File: src/rtl/mult_div_unit_pkg.sv
// ---------------------------------------------------------------
// mdu_pkg : state and op-code constants for the multiply/divide unit
// Rev 1.0
// ---------------------------------------------------------------
`default_nettype none

package mdu_pkg;

  typedef logic [1:0] state_t;

  localparam state_t S_IDLE = 2'd0;
  localparam state_t S_RUN  = 2'd1;
  localparam state_t S_DONE = 2'd2;

  localparam logic OP_MUL = 1'b0;
  localparam logic OP_DIV = 1'b1;

endpackage

`default_nettype wire

File: src/rtl/mult_div_unit_if.sv
// ---------------------------------------------------------------
// mult_div_unit_if : request/result bundle between controller and MDU
// Rev 1.0
// ---------------------------------------------------------------
`default_nettype none

interface mult_div_unit_if #(
  parameter int WIDTH = 8
);
  logic             start;
  logic             op;
  logic [WIDTH-1:0] operand_a;
  logic [WIDTH-1:0] operand_b;
  logic             busy;
  logic             done;
  logic [WIDTH-1:0] hi;
  logic [WIDTH-1:0] lo;
  logic             div_by_zero;

  modport master (
    output start, op, operand_a, operand_b,
    input  busy, done, hi, lo, div_by_zero
  );

  modport slave (
    input  start, op, operand_a, operand_b,
    output busy, done, hi, lo, div_by_zero
  );
endinterface

`default_nettype wire

File: src/rtl/mult_div_unit_counter.sv
// ---------------------------------------------------------------
// mdu_counter : iteration counter with clear/enable and last flag
// Rev 1.0
// ---------------------------------------------------------------
`default_nettype none

module mdu_counter #(
  parameter int WIDTH = 8,
  parameter int CW    = $clog2(WIDTH + 1)
) (
  input  logic          clk,
  input  logic          rst,
  input  logic          clear,
  input  logic          en,
  output logic [CW-1:0] count,
  output logic          last
);

  always_ff @(posedge clk) begin
    if (rst) begin
      count <= '0;
    end else if (clear) begin
      count <= '0;
    end else if (en) begin
      count <= count + 1'b1;
    end
  end

  assign last = (count == CW'(WIDTH - 1));

endmodule

`default_nettype wire

File: src/rtl/mult_div_unit.sv
// ---------------------------------------------------------------
// mult_div_unit : iterative unsigned multiply (shift-add) / divide (restoring)
// Rev 1.0
// ---------------------------------------------------------------
`default_nettype none

module mult_div_unit
  import mdu_pkg::*;
#(
  parameter int WIDTH = 8
) (
  input  logic             clk,
  input  logic             rst,
  mult_div_unit_if.slave   bus
);

  localparam int CW = $clog2(WIDTH + 1);

  state_t             state;
  state_t             state_next;
  logic [2*WIDTH-1:0] acc;
  logic [2*WIDTH-1:0] acc_step;
  logic [WIDTH-1:0]   dvs;
  logic               op_q;
  logic [CW-1:0]      count;
  logic               last;
  logic               accept;
  logic               div_zero_req;
  logic [WIDTH:0]     add_a;
  logic [WIDTH:0]     add_b;
  logic [WIDTH:0]     sum;
  logic               neg;

  assign accept       = (state == S_IDLE) && bus.start;
  assign div_zero_req = (bus.op == OP_DIV) && (bus.operand_b == '0);

  mdu_counter #(.WIDTH(WIDTH), .CW(CW)) u_counter (
    .clk   (clk),
    .rst   (rst),
    .clear (accept),
    .en    (state == S_RUN),
    .count (count),
    .last  (last)
  );

  always_ff @(posedge clk) begin
    if (rst) begin
      state <= S_IDLE;
    end else begin
      state <= state_next;
    end
  end

  always_comb begin
    state_next = state;
    case (state)
      S_IDLE:  if (bus.start) state_next = div_zero_req ? S_DONE : S_RUN;
      S_RUN:   if (last) state_next = S_DONE;
      S_DONE:  state_next = S_IDLE;
      default: state_next = S_IDLE;
    endcase
  end

  always_comb begin
    bus.busy = (state != S_IDLE);
    bus.done = (state == S_DONE);
  end

  // Shared adder: MUL adds into the upper half; DIV trial-subtracts from
  // the left-shifted remainder, whose top bit can exceed WIDTH bits.
  always_comb begin
    add_a = (op_q == OP_DIV) ? acc[2*WIDTH-1:WIDTH-1] : {1'b0, acc[2*WIDTH-1:WIDTH]};
    add_b = {1'b0, dvs};
    sum   = (op_q == OP_DIV) ? (add_a - add_b) : (add_a + add_b);
    neg   = (op_q == OP_DIV) && !add_a[WIDTH] && sum[WIDTH];
    if (op_q == OP_DIV) begin
      acc_step = neg ? {acc[2*WIDTH-2:0], 1'b0}
                     : {sum[WIDTH-1:0], acc[WIDTH-2:0], 1'b1};
    end else begin
      acc_step = acc[0] ? {sum, acc[WIDTH-1:1]} : {1'b0, acc[2*WIDTH-1:1]};
    end
  end

  always_ff @(posedge clk) begin
    if (rst) begin
      acc             <= '0;
      dvs             <= '0;
      op_q            <= OP_MUL;
      bus.hi          <= '0;
      bus.lo          <= '0;
      bus.div_by_zero <= 1'b0;
    end else begin
      if (accept) begin
        acc  <= {{WIDTH{1'b0}}, bus.operand_a};
        dvs  <= bus.operand_b;
        op_q <= bus.op;
        if (div_zero_req) begin
          bus.hi          <= bus.operand_a;
          bus.lo          <= '1;
          bus.div_by_zero <= 1'b1;
        end
      end else if (state == S_RUN) begin
        acc <= acc_step;
        if (last) begin
          bus.hi          <= acc_step[2*WIDTH-1:WIDTH];
          bus.lo          <= acc_step[WIDTH-1:0];
          bus.div_by_zero <= 1'b0;
        end
      end
    end
  end

endmodule

`default_nettype wire

File: src/flat_wrapper.sv
// flat-port wrapper written by rule: the top's interface ports become plain ports
module mult_div_unit_flat import mdu_pkg::*;
#(
  parameter int WIDTH = 8
)
  (clk, rst, bus_start, bus_op, bus_operand_a, bus_operand_b, bus_busy, bus_done, bus_hi, bus_lo, bus_div_by_zero);
  mult_div_unit_if #(.WIDTH(WIDTH)) bus_i ();
  input  logic clk;
  input  logic rst;
  input wire logic [$bits(bus_i.start)-1:0] bus_start;
  input wire logic [$bits(bus_i.op)-1:0] bus_op;
  input wire logic [$bits(bus_i.operand_a)-1:0] bus_operand_a;
  input wire logic [$bits(bus_i.operand_b)-1:0] bus_operand_b;
  output wire logic [$bits(bus_i.busy)-1:0] bus_busy;
  output wire logic [$bits(bus_i.done)-1:0] bus_done;
  output wire logic [$bits(bus_i.hi)-1:0] bus_hi;
  output wire logic [$bits(bus_i.lo)-1:0] bus_lo;
  output wire logic [$bits(bus_i.div_by_zero)-1:0] bus_div_by_zero;
  assign bus_i.start = bus_start;
  assign bus_i.op = bus_op;
  assign bus_i.operand_a = bus_operand_a;
  assign bus_i.operand_b = bus_operand_b;
  assign bus_busy = bus_i.busy;
  assign bus_done = bus_i.done;
  assign bus_hi = bus_i.hi;
  assign bus_lo = bus_i.lo;
  assign bus_div_by_zero = bus_i.div_by_zero;
  mult_div_unit #(.WIDTH(WIDTH)) u_core (.clk(clk), .rst(rst), .bus(bus_i));
endmodule
File: config.mk
export PLATFORM = sky130hd
export DESIGN_NAME = mult_div_unit_flat
export DESIGN_NICKNAME = d
export VERILOG_FILES = /design/src/rtl/mult_div_unit_pkg.sv /design/src/rtl/mult_div_unit_if.sv /design/src/rtl/mult_div_unit_counter.sv /design/src/rtl/mult_div_unit.sv /design/src/flat_wrapper.sv
export SDC_FILE = /design/constraint.sdc
export NUM_CORES = 1
export LEC_CHECK = 0
export ABC_AREA = 1
export CORE_MARGIN = 2
export CORE_UTILIZATION = 51
export DETAILED_ROUTE_END_ITERATION = 8
export GPL_ROUTABILITY_DRIVEN = 0
export HOLD_SLACK_MARGIN = 0.03
export PLACE_DENSITY = 0.74
export RECOVER_POWER = 50
export SLEW_MARGIN = 20
export SYNTH_ARGS = -nofsm -noshare
export SYNTH_HDL_FRONTEND = slang
export SYNTH_SLANG_ARGS = --single-unit
File: constraint.sdc
create_clock -name clk -period 2.9 [get_ports clk]
set_input_delay 0.435 -clock clk [delete_from_list [all_inputs] [get_ports clk]]
set_output_delay 0.435 -clock clk [all_outputs]
set_load 0.02 [all_outputs]
==> Yosys cells after proc, flatten, opt, wreduce, memory -nomap -nowiden <==
Cells that the tools add are included.
{ "word_totals": {"output_inout_bits": 19, "word_cells": 54, "ff_bits": 48, "input_bits": 20} }
{ "op_classes": {"n_eq_ne": 6, "n_mux": 23, "n_addsub": 3, "n_reduce_logical": 13} }
{ "ops": {"columns": ["operator", "count"], "rows": [
  ["8-bit two-way mux", 10],
  ["16-bit two-way mux", 3],
  ["9-bit two-way mux", 2],
  ["9-bit by 8-bit adder with 9-bit output", 1],
  ["9-bit by 8-bit subtractor with 9-bit output", 1],
  ["8-bit zero test", 1],
  ["2-bit two-way mux", 3],
  ["2-bit nonzero test", 3],
  ["4-bit by 1-bit adder with 4-bit output (second input constant)", 1],
  ["4-bit by 3-bit == test with 1-bit output (second input constant)", 1],
  ["1-bit logical AND", 4],
  ["1-bit two-way mux", 4],
  ["2-bit inequality test (second input constant)", 2],
  ["2-bit case mux with 2 select lines", 1],
  ["3-bit AND reduction", 1],
  ["2-bit by 1-bit == test with 1-bit output (second input constant)", 1],
  ["2-bit == test (second input constant)", 1],
  ["2-bit zero test", 1],
  ["2-bit by 1-bit inequality test with 1-bit output (second input constant)", 1],
  ["2-bit AND reduction", 1],
  ["2-bit OR reduction", 1],
  ["1-bit zero test", 1]
]} }

==> Depth between registers and ports, before layout <==
Gate-level depths: netlist of run 1.
{ "depth": {"word_depth": 9, "ltp_mapped": 18, "ltp_nobuf": 18} }

==> Cells and area by module <==
From an unflattened synthesis of run 1, not the netlist that was laid out.
{ "hier_totals": {"hier_cells": 460, "area_unflattened_um2": 3059.2} }
{ "modules_own_cells": {"columns": ["mod", "seq_area_each_um2", "area_per_inst_um2", "cells_per_inst", "n_inst"], "rows": [
  ["mult_div_unit", 880.8, 2885.3, 436, 1],
  ["mdu_counter", 80.1, 173.9, 24, 1]
]} }

==> Least setup slack after synthesis of run 1 <==
OpenSTA, ideal clock, no wires.
{ "synth_path": {"path_type": "register to register", "start": "reg u_core.dvs[0]", "end": "reg u_core.acc[12]", "required_time_ns": 2.787, "setup_ns": 0.113, "path_buffers": 1, "setup_slack_ns": 0.546, "path_stages_with_launch": 16, "arrival_ns": 2.241, "period_less_slack_ns": 2.354, "path_cell_list": "dfxtp_1 -> nor3_1 -> nand2_1 -> o31ai_1 -> xor2_1 -> inv_1 -> ha_1 -> nand2_2 -> inv_1 -> a21oi_4 -> nand3_4 -> buf_12 -> o21ai_1 -> nand2_1 -> o21ai_1 -> inv_1"} }
{ "synth_between": {"elab_chain_len": 5, "word_cells_on_any_way": 7, "classes_between": "add/sub: 2; mux: 4; reduce/logical: 1"} }
{ "synth_lines": {"columns": ["element", "line", "source"], "rows": [
  ["start: declaration", "mult_div_unit.sv:23", "logic [WIDTH-1:0] dvs;"],
  ["start signal: assignment", "mult_div_unit.sv:95", "dvs <= bus.operand_b;"],
  ["9-bit by 8-bit adder with 9-bit output / 9-bit by 8-bit subtractor with 9-bit output (equally long branches)", "mult_div_unit.sv:74", "sum = (op_q == OP_DIV) ? (add_a - add_b) : (add_a + add_b);"],
  ["9-bit two-way mux *", "mult_div_unit.sv:74", null],
  ["1-bit logical AND", "mult_div_unit.sv:75", "neg = (op_q == OP_DIV) && !add_a[WIDTH] && sum[WIDTH];"],
  ["16-bit two-way mux", "mult_div_unit.sv:77", "acc_step = neg ? {acc[2*WIDTH-2:0], 1'b0}"],
  ["16-bit two-way mux *", "mult_div_unit.sv:76", "if (op_q == OP_DIV) begin"],
  ["end signal: assignment", "mult_div_unit.sv:94", "acc <= {{WIDTH{1'b0}}, bus.operand_a};"],
  ["end signal: assignment", "mult_div_unit.sv:103", "acc <= acc_step;"],
  ["end: declaration", "mult_div_unit.sv:21", "logic [2*WIDTH-1:0] acc;"]
]} }
Every way passes the cells marked *; elsewhere a longest branch is shown, timed or not.
A chain may end at the register's enable or synchronous reset.

==> Worst setup path in the final report of run 1 <==
{ "layout_path": {"start": "reg u_core.dvs[0]", "end": "reg u_core.acc[15]"} }
Same word-level chain as after synthesis.

==> run metrics, run 1 <==
min-delay src u_core.bus.div_by_zero$_SDFFE_PP0P_; Hold WC Path Type reg2reg; I/O Buffers 38; drt total wl 7.80 mm; CTS root buf clkbuf_8; setup_tns 0 ns; antenna cells 0; fill count 537; total power 1.90 mW; Max Buffers Root-to-Sink 2; P_leak 1.78 nW; vias in the first global route 2,765; synth warn 0; largest net degree at the start of global routing 30; Clock Latency Late Sink 0.32 ns; Max stage delay on crit path 0.33 ns; worst-margin pin slew 0.705 ns; GR Util met1 0.370; Max Clock Skew 0.00778 ns; Worst R2R Setup Slack 0.28 ns; combinational power share 0.314; TritonCTS Buffers 5; GR Util met3 0.0385; DR vias 3,086; Syn Nets 497; Reg clk slew, reported paths 0.09 ns; synthesis-stage register bit count 48; fin cells 576; pwr dens 524 nW/um^2; cell taking the most area after synthesis dfxtp_1; hold_buf cts 0; status completed; 1st-pass router iterations 5; RSZ-0062 raised after global routing false; sequential power share 0.375; Sw Ratio 0.340; total global routing overflow 0; commonest non-fill, non-tap cell in the layout nand2_1; clock group share of total power 0.311; Critical Path End Type register; dpl cells 568; DRC 0; delay-heaviest family, CP simple AND/OR/NAND/NOR gates; cells after synthesis 466; boundary pin count 39; vias per inst 5.36; Die Y 81.5 microns; critical path cell sequence nor3_1 -> nand2_1 -> o31ai_2 -> xor2_1 -> inv_1 -> ha_1 -> nand2_2 -> inv_1 -> a21oi_4 -> nand3_4 -> nor2_1 -> nor2_1 -> nand2_1 -> nand2_1 -> o21ai_1 -> inv_1; hpwl dp 5.99 mm; main area contributors after synthesis dfxtp_1 31%, nand2_1 11%, inv_1 9.3%; Max Cap Viol 0; slowest CP cell dfxtp_1; Final Hold Fails 0; GRT met2 Usage 0.384; Synth Cell Area 3070 sq um; distinct cell type count after synthesis 40; Layout area overhead 18.0%; Worst Hold Depth 2; most frequent cells in the layout 94 x nand2_1, 76 x inv_1, 48 x dfxtp_1, 47 x nor2_1, 47 x o21ai_0; Max Freq 382 MHz; sequential-to-total area share from yosys stat 0.313; Nets 531; worst path buffer plus inverter count 3; worst path arrival time 2.83 ns; CP max FO 13; Final min period 2.62 ns; r2r startpoint u_core.dvs[0]$_SDFFE_PP0P_; antenna-violating nets left 0; num rows 28; Worst setup SP type register; initial core utilization 0.524; Pins Over Slew Limit 0; crit path from u_core.dvs[0]$_SDFFE_PP0P_; Period Utilization, post-route 0.903; R2R depth 16; initial detailed-routing violation count 234; Pint 1.25 mW; fin util 0.619; first-pass GRT wire length 13.0 mm; Post-DP Area 3480 sq um; Max-slew headroom 0.529; maximum VDD drop 0.329 mV; die area 6650 sq um; Routed WL per cell 13.5 microns; CP required 3.11 ns; CTS Sinks 48; R2R Path End u_core.acc[15]$_SDFFE_PP0P_; # H-tree levels 2; Switching Power 0.645 mW; synthesized area per cell 6.58 sq um; Die W 81.5 microns; GRT Overall Usage 0.254; post-route cell area 3620 sq um; Worst Hold Endpoint u_core.bus.div_by_zero$_SDFFE_PP0P_; Core Area 5850 sq um; TritonCTS clock tree done; initial antenna violation count 0; top cell type's share of synthesized area 0.313; CP Class reg2reg; # setup viols final 0; gr busiest metal met2; proportion of layout cells with a drive suffix above 1 0.0719
==> per-stage QoR <==
step,hold WS (ns),setup slack (ns)
floorplan,0.461,0.546
global placement,0.464,0.367
detailed placement,0.463,0.204
CTS,0.486,0.181
global route,0.524,0.0156
finish,0.481,0.281
==> cell families (layout without fill, tap and decap cells) <==
logic type	after synthesis	count (layout)	share of synthesized area
compound gates	116	116	0.209
xor+xnor	7	7	0.0200
fa+ha+maj	11	11	0.0473
buf+inv	95	130	0.130
flops	48	48	0.313
simple gates	189	189	0.280
==> cell type report <==
type	count	area, sq um	area share
clock buffers	5	68.8	0.0190
clock inverters	3	68.8	0.0190
inverters	77	289	0.0798
multi-input cells	323	1710	0.472
flip-flops and latches	48	961	0.265
well taps	75	93.8	0.0259
repair buffers	45	429	0.119
==> synthesized netlist by cell type, drive strengths merged <==
master / instances
nand4: 3
nand3b: 1
ha: 10
and2: 1
nor2: 50
inv: 77
xnor2: 1
o31ai: 1
o21bai: 5
o211ai: 7
a31oi: 2
nand2: 99
o21ai: 55
a22o: 1
a21oi: 41
buf: 12
xor2: 6
o22ai: 4
clkbuf: 6
or3b: 1
or2: 1
nand3: 30
nor3: 3
fa: 1
dfxtp: 48
==> how the worst max path moves through the flow <==
stage,cells after the start,endpoint,slack [ns]
final,16,u_core.acc[15]$_SDFFE_PP0P_,0.28
after global routing,16,u_core.acc[15]$_SDFFE_PP0P_,0.02
after CTS,15,u_core.bus.hi[0]$_SDFFE_PP0P_,0.18
after detailed placement,15,u_core.bus.hi[0]$_SDFFE_PP0P_,0.20
after global placement,15,u_core.bus.hi[0]$_SDFFE_PP0P_,0.37
after floorplan,15,u_core.acc[12]$_SDFFE_PP0P_,0.55
==> power groups by stage <==
stage / clock [mW] / combinational, mW / sequential (mW)
global placement: 0 / 0.575 / 0.726
detailed placement: 0 / 0.583 / 0.727
floorplan: 0 / 0.452 / 0.717
global route: 0.619 / 0.668 / 0.716
CTS: 0.597 / 0.586 / 0.712
finish: 0.590 / 0.595 / 0.712
==> worst min-delay path: cells and delay by family (launching register included) <==
kind / cells / cell delay, ns
AND/OR/NAND/NOR: 1 / 0.06
flip-flops: 1 / 0.32
AO/OA/AOI/OAI: 1 / 0.06
==> state kept, by name, summed over array words and instances, names as in the netlist <==
| name | cells |
|---|---|
| u_core.state | 2 |
| u_core.bus.lo | 8 |
| u_core.bus.hi | 8 |
| u_core.u_counter.count | 4 |
| u_core.acc | 16 |
| u_core.dvs | 8 |
| u_core.op_q | 1 |
| u_core.bus.div_by_zero | 1 |
==> metal layers <==
metal	up-vias	routed length, microns	share of wire
met1	1383	3780	0.48
met3	14	516	0.066
met5	-	0	0
met4	0	129	0.017
li1	1567	-	-
met2	122	3370	0.43
==> what timing repair did <==
item,CTS,global route
setup buffers,0,0
gates resized for setup,0,2
endpoints found under the setup margin,0,3
Power figures use the tool's default switching activity.
==> run 2, diff against run 1 <==
--- a/config.mk
+++ b/config.mk
@@ -7,11 +7,11 @@
 export LEC_CHECK = 0
 export ABC_AREA = 1
 export CORE_MARGIN = 2
-export CORE_UTILIZATION = 51
+export CORE_UTILIZATION = 50
 export DETAILED_ROUTE_END_ITERATION = 8
 export GPL_ROUTABILITY_DRIVEN = 0
 export HOLD_SLACK_MARGIN = 0.03
-export PLACE_DENSITY = 0.74
+export PLACE_DENSITY = 0.76
 export RECOVER_POWER = 50
 export SLEW_MARGIN = 20
 export SYNTH_ARGS = -nofsm -noshare
==> constraint.sdc (replaced) <==
create_clock -name clk -period 2.1 [get_ports clk]
set_input_delay 0.315 -clock clk [delete_from_list [all_inputs] [get_ports clk]]
set_output_delay 0.315 -clock clk [all_outputs]
set_load 0.02 [all_outputs]
==> run metrics, run 2 (synthesis gave the netlist of run 1 again) <==
status finished with violations; violated checks negative setup slack; DR vias 3,352; antenna-violating nets left 0; r2r startpoint u_core.dvs[2]$_SDFFE_PP0P_; max reg flops 16; P_leak 1.99 nW; Routed WL per cell 14.3 microns; # setup viols final 18; vias in the first global route 3,032; slowest CP cell dfxtp_2; most frequent cells in the layout 81 x nand2_1, 70 x inv_1, 45 x nor2_1, 45 x buf_4, 44 x dfxtp_1; worst path arrival time 2.64 ns; Hold WC Path Type reg2reg; TritonCTS Buffers 5; Max stage delay on crit path 0.34 ns; drt total wl 8.86 mm; # H-tree levels 2; Final WS setup -0.339 ns; most used cell, CP inv_1; Max Freq 410 MHz; 1st-pass router iterations 6; Max-slew headroom 0.550; hold_buf cts 0; Final min period 2.44 ns; pwr dens 658 nW/um^2; CTS Sinks 48; boundary pin count 39; vias per inst 5.41; Layout area overhead 36.4%; hpwl dp 6.54 mm; commonest non-fill, non-tap cell in the layout nand2_1; Worst setup SP type register; Pins Over Slew Limit 0; CTS root buf clkbuf_8; initial antenna violation count 0; delay-heaviest family, CP compound AO/OA/AOI/OAI gates; RSZ-0062 raised after global routing true; maximum VDD drop 0.494 mV; fill count 480; initial core utilization 0.518; CP Class reg2reg; Max Clock Skew 0.00750 ns; die area 6780 sq um; Die W 82.3 microns; worst path buffer plus inverter count 4; Core Area 5920 sq um; critical path cell sequence nor3_4 -> nand2_1 -> o31ai_2 -> xor2_1 -> inv_1 -> ha_4 -> nand2_4 -> inv_4 -> a21oi_4 -> nand3_4 -> buf_6 -> nor2_4 -> o21ai_2 -> o21ai_1 -> inv_1; worst-margin pin slew 0.674 ns; Reg clk slew, reported paths 0.09 ns; Multi-input gate area 1930 sq um; DRC 0; Final Hold Fails 0; I/O Buffers 38; antenna cells 0; CP required 2.30 ns; Critical Path End Type register; total global routing overflow 0; proportion of layout cells with a drive suffix above 1 0.233; fin util 0.706; most flop-heavy register u_core.acc; TritonCTS clock tree done; first-pass GRT wire length 14.5 mm; Register Area 968 sq um; Period Utilization, post-route 1.16; initial detailed-routing violation count 213; num rows 28; Die Y 82.3 microns; GRT Overall Usage 0.277; Max Cap Viol 0; Max Buffers Root-to-Sink 2; CP max FO 7; min-delay src u_core.bus.div_by_zero$_SDFFE_PP0P_; worst hold slack 0.485 ns; Clock Latency Late Sink 0.31 ns; largest net degree at the start of global routing 27; Nets 575; crit path from u_core.dvs[2]$_SDFFE_PP0P_
## run 2: path summary, 6_finish.rpt
path	slack, ns	to	cells after the start
setup / recovery	-0.34	u_core.acc[8]$_SDFFE_PP0P_	15
hold / removal	0.48	u_core.bus.div_by_zero$_SDFFE_PP0P_	2
setup reg to reg	-0.34	u_core.acc[8]$_SDFFE_PP0P_	15
hold reg to reg	0.48	u_core.bus.div_by_zero$_SDFFE_PP0P_	2
## run 2: report_power, final
part           internal, mW  switching, mW
Clock                 0.270          0.326
Combinational         0.506          0.669
Sequential            0.951         0.0284
## run 2: per-stage QoR
| stage | instance area [sq um] | TNS (ns) | total power [mW] | worst slack [ns] | cells |
|---|---|---|---|---|---|
| CTS | 4110 | -4.57 | 2.68 | -0.303 | 619 |
| finish | 4180 | -4.51 | 2.75 | -0.339 | 620 |
| global placement | 3880 | -3.88 | 1.98 | -0.294 | 607 |
| floorplan | 3150 | -1.10 | 1.67 | -0.111 | 466 |
| global route | 4180 | -7.30 | 2.90 | -0.460 | 620 |
| detailed placement | 3880 | -5.72 | 2.01 | -0.381 | 607 |
## run 2: cell type report
cell class / count / area share
multi-input combinational: 324 / 0.462
sequential: 48 / 0.232
timing repair buffer: 88 / 0.190
inverter: 77 / 0.0709
tap: 75 / 0.0224
clock buffer: 6 / 0.0197
clock inverter: 2 / 0.00329
## run 2: timing repair
action | in CTS | in global routing
setup buffers | 3 | 1
gates resized for setup | 26 | 25
setup endpoints to repair | 18 | 18
gates cloned | 1 | 0
pin swaps | 9 | 13
## run 2: layer usage
metal  part of all wire  track usage
met1               0.46        0.399
met2               0.45        0.436
met3              0.073       0.0413
met4              0.012       0.0617
met5                  0            0
## run 2: worst reg2reg max path, delay by kind of cell (launching register included)
| family | cells | cell delay (ns) |
|---|---|---|
| xor gates and xnor gates | 1 | 0.16 |
| buffers and inverters | 4 | 0.34 |
| adders and majority gates | 1 | 0.24 |
| DFF | 1 | 0.34 |
| and+or+nand+nor | 5 | 0.63 |
| AOI/OAI and AO/OA | 4 | 0.65 |
==> run 3, diff against run 2 <==
--- a/config.mk
+++ b/config.mk
@@ -6,6 +6,7 @@
 export NUM_CORES = 1
 export LEC_CHECK = 0
 export ABC_AREA = 1
+export CORE_ASPECT_RATIO = 1.1
 export CORE_MARGIN = 2
 export CORE_UTILIZATION = 50
 export DETAILED_ROUTE_END_ITERATION = 8
@@ -16,4 +17,5 @@
 export SLEW_MARGIN = 20
 export SYNTH_ARGS = -nofsm -noshare
 export SYNTH_HDL_FRONTEND = slang
+export SYNTH_HIERARCHICAL = 1
 export SYNTH_SLANG_ARGS = --single-unit
==> run metrics, run 3 <==
maximum VDD drop 0.391 mV; hpwl dp 6.41 mm; Hold WC Path Type reg2reg; Worst setup SP type register; proportion of layout cells with a drive suffix above 1 0.234; Synth Cell Area 3060 sq um; fill count 499; GR Util met1 0.327; boundary pin count 39; P_leak 1.89 nW; post-route cell area 4140 sq um; total global routing overflow 0; Worst R2R Setup Slack -0.33 ns; violated checks negative setup slack; synth warn 6; commonest non-fill, non-tap cell in the layout nand2_1; Period Utilization, post-route 1.16; min-delay src u_core/u_counter/count[0]$_SDFFE_PP0P_; Nets 569; Die Y 86.0 microns; Post-DP Area 3860 sq um; Synth Area in Compound Gates 0.204; clock group share of total power 0.209; worst-margin pin slew 0.677 ns; Clock Latency Late Sink 0.30 ns; most flop-heavy register u_core/acc; Max Buffers Root-to-Sink 2; commonest cells in the netlist 91 x nand2_1, 61 x inv_1, 54 x nor2_1, 48 x dfxtp_1, 41 x o21ai_0; Final Hold Fails 0; Final min period 2.43 ns; cells after synthesis 460; DR vias 3,301; Max Freq 411 MHz; Max Cap Viol 0; top-count cell post-synth nand2_1; Post-Synth Simple-Gate Area 0.304; RSZ-0062 raised after global routing true; num rows 29; Max Clock Skew 0.00988 ns; distinct cell type count after synthesis 39; most used cell, CP inv_1; post-synthesis mux area share 0; vias in the first global route 3,325; sequential power share 0.373; delay-heaviest family, CP simple AND/OR/NAND/NOR gates; Pint 1.68 mW; Reg clk slew, reported paths 0.09 ns; Syn Nets 491; Switching Power 0.973 mW; largest net degree at the start of global routing 19; CP Class reg2reg; GR Util met3 0.0411; Max-slew headroom 0.548; die area 6760 sq um; Post-synth EDFFs 0; Synth Area in XOR/XNOR 0.0200; CP max FO 6; I/O Buffers 38; initial core utilization 0.524; top cell type's share of synthesized area 0.314; status finished with violations; cell taking the most area after synthesis dfxtp_1; hold_buf cts 0; Die W 78.6 microns; combinational power share 0.418; drt total wl 8.63 mm; Sw Ratio 0.367; critical path cell sequence nor3_2 -> nand2_1 -> o31ai_2 -> xor2_1 -> inv_1 -> ha_4 -> nand2_4 -> inv_4 -> a21oi_4 -> buf_6 -> nand3_4 -> nor2_4 -> o21ai_2 -> o21ai_1 -> inv_1; Pins Over Slew Limit 0; DRC 0; Multi-input gate area 1990 sq um; Worst Hold Endpoint u_core/u_counter/count[0]$_SDFFE_PP0P_; antenna-violating nets left 0; Critical Path End Type register; total power 2.65 mW; initial antenna violation count 0; CTS root buf clkbuf_8; Final WS setup -0.333 ns; Async SR Flop Fraction 0; GRT Overall Usage 0.268; Routed WL per cell 14.0 microns; CTS Sinks 48; # H-tree levels 2; R2R Path End u_core/acc[8]$_SDFFE_PP0P_; TritonCTS clock tree done; synthesis-stage register bit count 48; synthesized area per cell 6.65 sq um; Max stage delay on crit path 0.33 ns; max reg flops 16; 1st-pass router iterations 4; pwr dens 640 nW/um^2; vias per inst 5.36; CP required 2.29 ns; sequential-to-total area share from yosys stat 0.314; TritonCTS Buffers 5; main area contributors after synthesis dfxtp_1 31%, nand2_1 11%, inv_1 7.5%; gr busiest metal met2; antenna cells 0; worst path arrival time 2.63 ns; most frequent cells in the layout 79 x nand2_1, 60 x inv_1, 50 x nor2_1, 46 x buf_4, 45 x dfxtp_1; Layout area overhead 35.2%; Register Area 965 sq um; first-pass GRT wire length 14.8 mm; # setup viols final 18; slowest CP cell dfxtp_2; initial detailed-routing violation count 210; Worst Hold Depth 1; adder-cell share of the synthesized area 0.0474; R2R depth 15; GRT met2 Usage 0.491; worst path buffer plus inverter count 4; Core Area 5840 sq um; largest family of logic cells by synthesized area simple AND/OR/NAND/NOR gates; ys flop type dfxtp_1; r2r startpoint u_core/dvs[2]$_SDFFE_PP0P_
[run 3: changes by cell type after synthesis, sizes merged, moves of 3 or more]
| cell | previous run | this run |
|---|---|---|
| inv | 77 | 66 |
| nor2 | 50 | 60 |
| nand2 | 99 | 94 |
| o211ai | 7 | 2 |
| o22ai | 4 | 9 |
| a21oi | 41 | 37 |
| nand3 | 30 | 34 |
| o21ai | 55 | 52 |
[run 3: how the worst max path moves through the flow]
stage	cells after the start	end	startpoint	slack (ns)
global placement	14	u_core/bus.hi[3]$_SDFFE_PP0P_	u_core/dvs[2]$_SDFFE_PP0P_	-0.32
global route	18	u_core/bus.hi[7]$_SDFFE_PP0P_	u_core/dvs[0]$_SDFFE_PP0P_	-0.49
finish	15	u_core/acc[8]$_SDFFE_PP0P_	u_core/dvs[2]$_SDFFE_PP0P_	-0.33
detailed placement	14	u_core/bus.hi[3]$_SDFFE_PP0P_	u_core/dvs[2]$_SDFFE_PP0P_	-0.36
CTS	16	u_core/acc[15]$_SDFFE_PP0P_	u_core/dvs[0]$_SDFFE_PP0P_	-0.37
floorplan	16	u_core/bus.hi[4]$_SDFFE_PP0P_	u_core/dvs[2]$_SDFFE_PP0P_	-0.14
[run 3: logic make-up (layout without fill, tap and decap cells)]
| group | Yosys count | count (layout) |
|---|---|---|
| compound gates | 110 | 110 |
| xor+xnor | 7 | 7 |
| fa+ha+maj | 11 | 11 |
| buf+inv | 83 | 161 |
| flops | 48 | 48 |
| simple gates | 201 | 202 |
[run 3: what timing repair did]
item | in CTS | in global routing
gates cloned | 1 | 0
hold endpoints to repair | 0 | 0
buffers inserted | 3 | 0
gates resized for setup | 21 | 20
pin swaps | 16 | 19
setup endpoints to repair | 18 | 18
[run 3: metrics by stage]
stage          instances  worst slack [ns]  hold WS [ns]   util  setup TNS [ns]
3_5_place_dp         604            -0.364         0.460  0.661           -5.52
2_1_floorplan        460            -0.138         0.448      -           -1.64
5_1_grt              616            -0.493         0.520  0.708           -8.44
4_1_cts              616            -0.369         0.490  0.698           -5.91
6_report             616            -0.333         0.488  0.708           -5.08
3_3_place_gp         604            -0.322         0.459  0.661           -4.58
[run 3: power groups by stage]
stage / logic, mW / registers [mW] / clock network (mW)
2_1_floorplan: 0.644 / 1.00 / 0
3_3_place_gp: 0.932 / 1.00 / 0
3_5_place_dp: 0.953 / 1.01 / 0
4_1_cts: 1.04 / 0.986 / 0.563
5_1_grt: 1.21 / 0.994 / 0.609
6_report: 1.11 / 0.989 / 0.553
[run 3: cell type report]
cell class              instances  area share
multi-input cells             330       0.481
flip-flops and latches         48       0.233
repair buffers                 87       0.180
inverters                      66      0.0611
well taps                      77      0.0233
clock buffers                   6      0.0175
clock inverters                 2     0.00393
[run 3: metal layers]
| layer | up-vias | routed length [microns] |
|---|---|---|
| li1 | 1656 | - |
| met1 | 1542 | 3660 |
| met2 | 92 | 4520 |
| met3 | 11 | 366 |
| met4 | 0 | 88 |
| met5 | - | 0 |
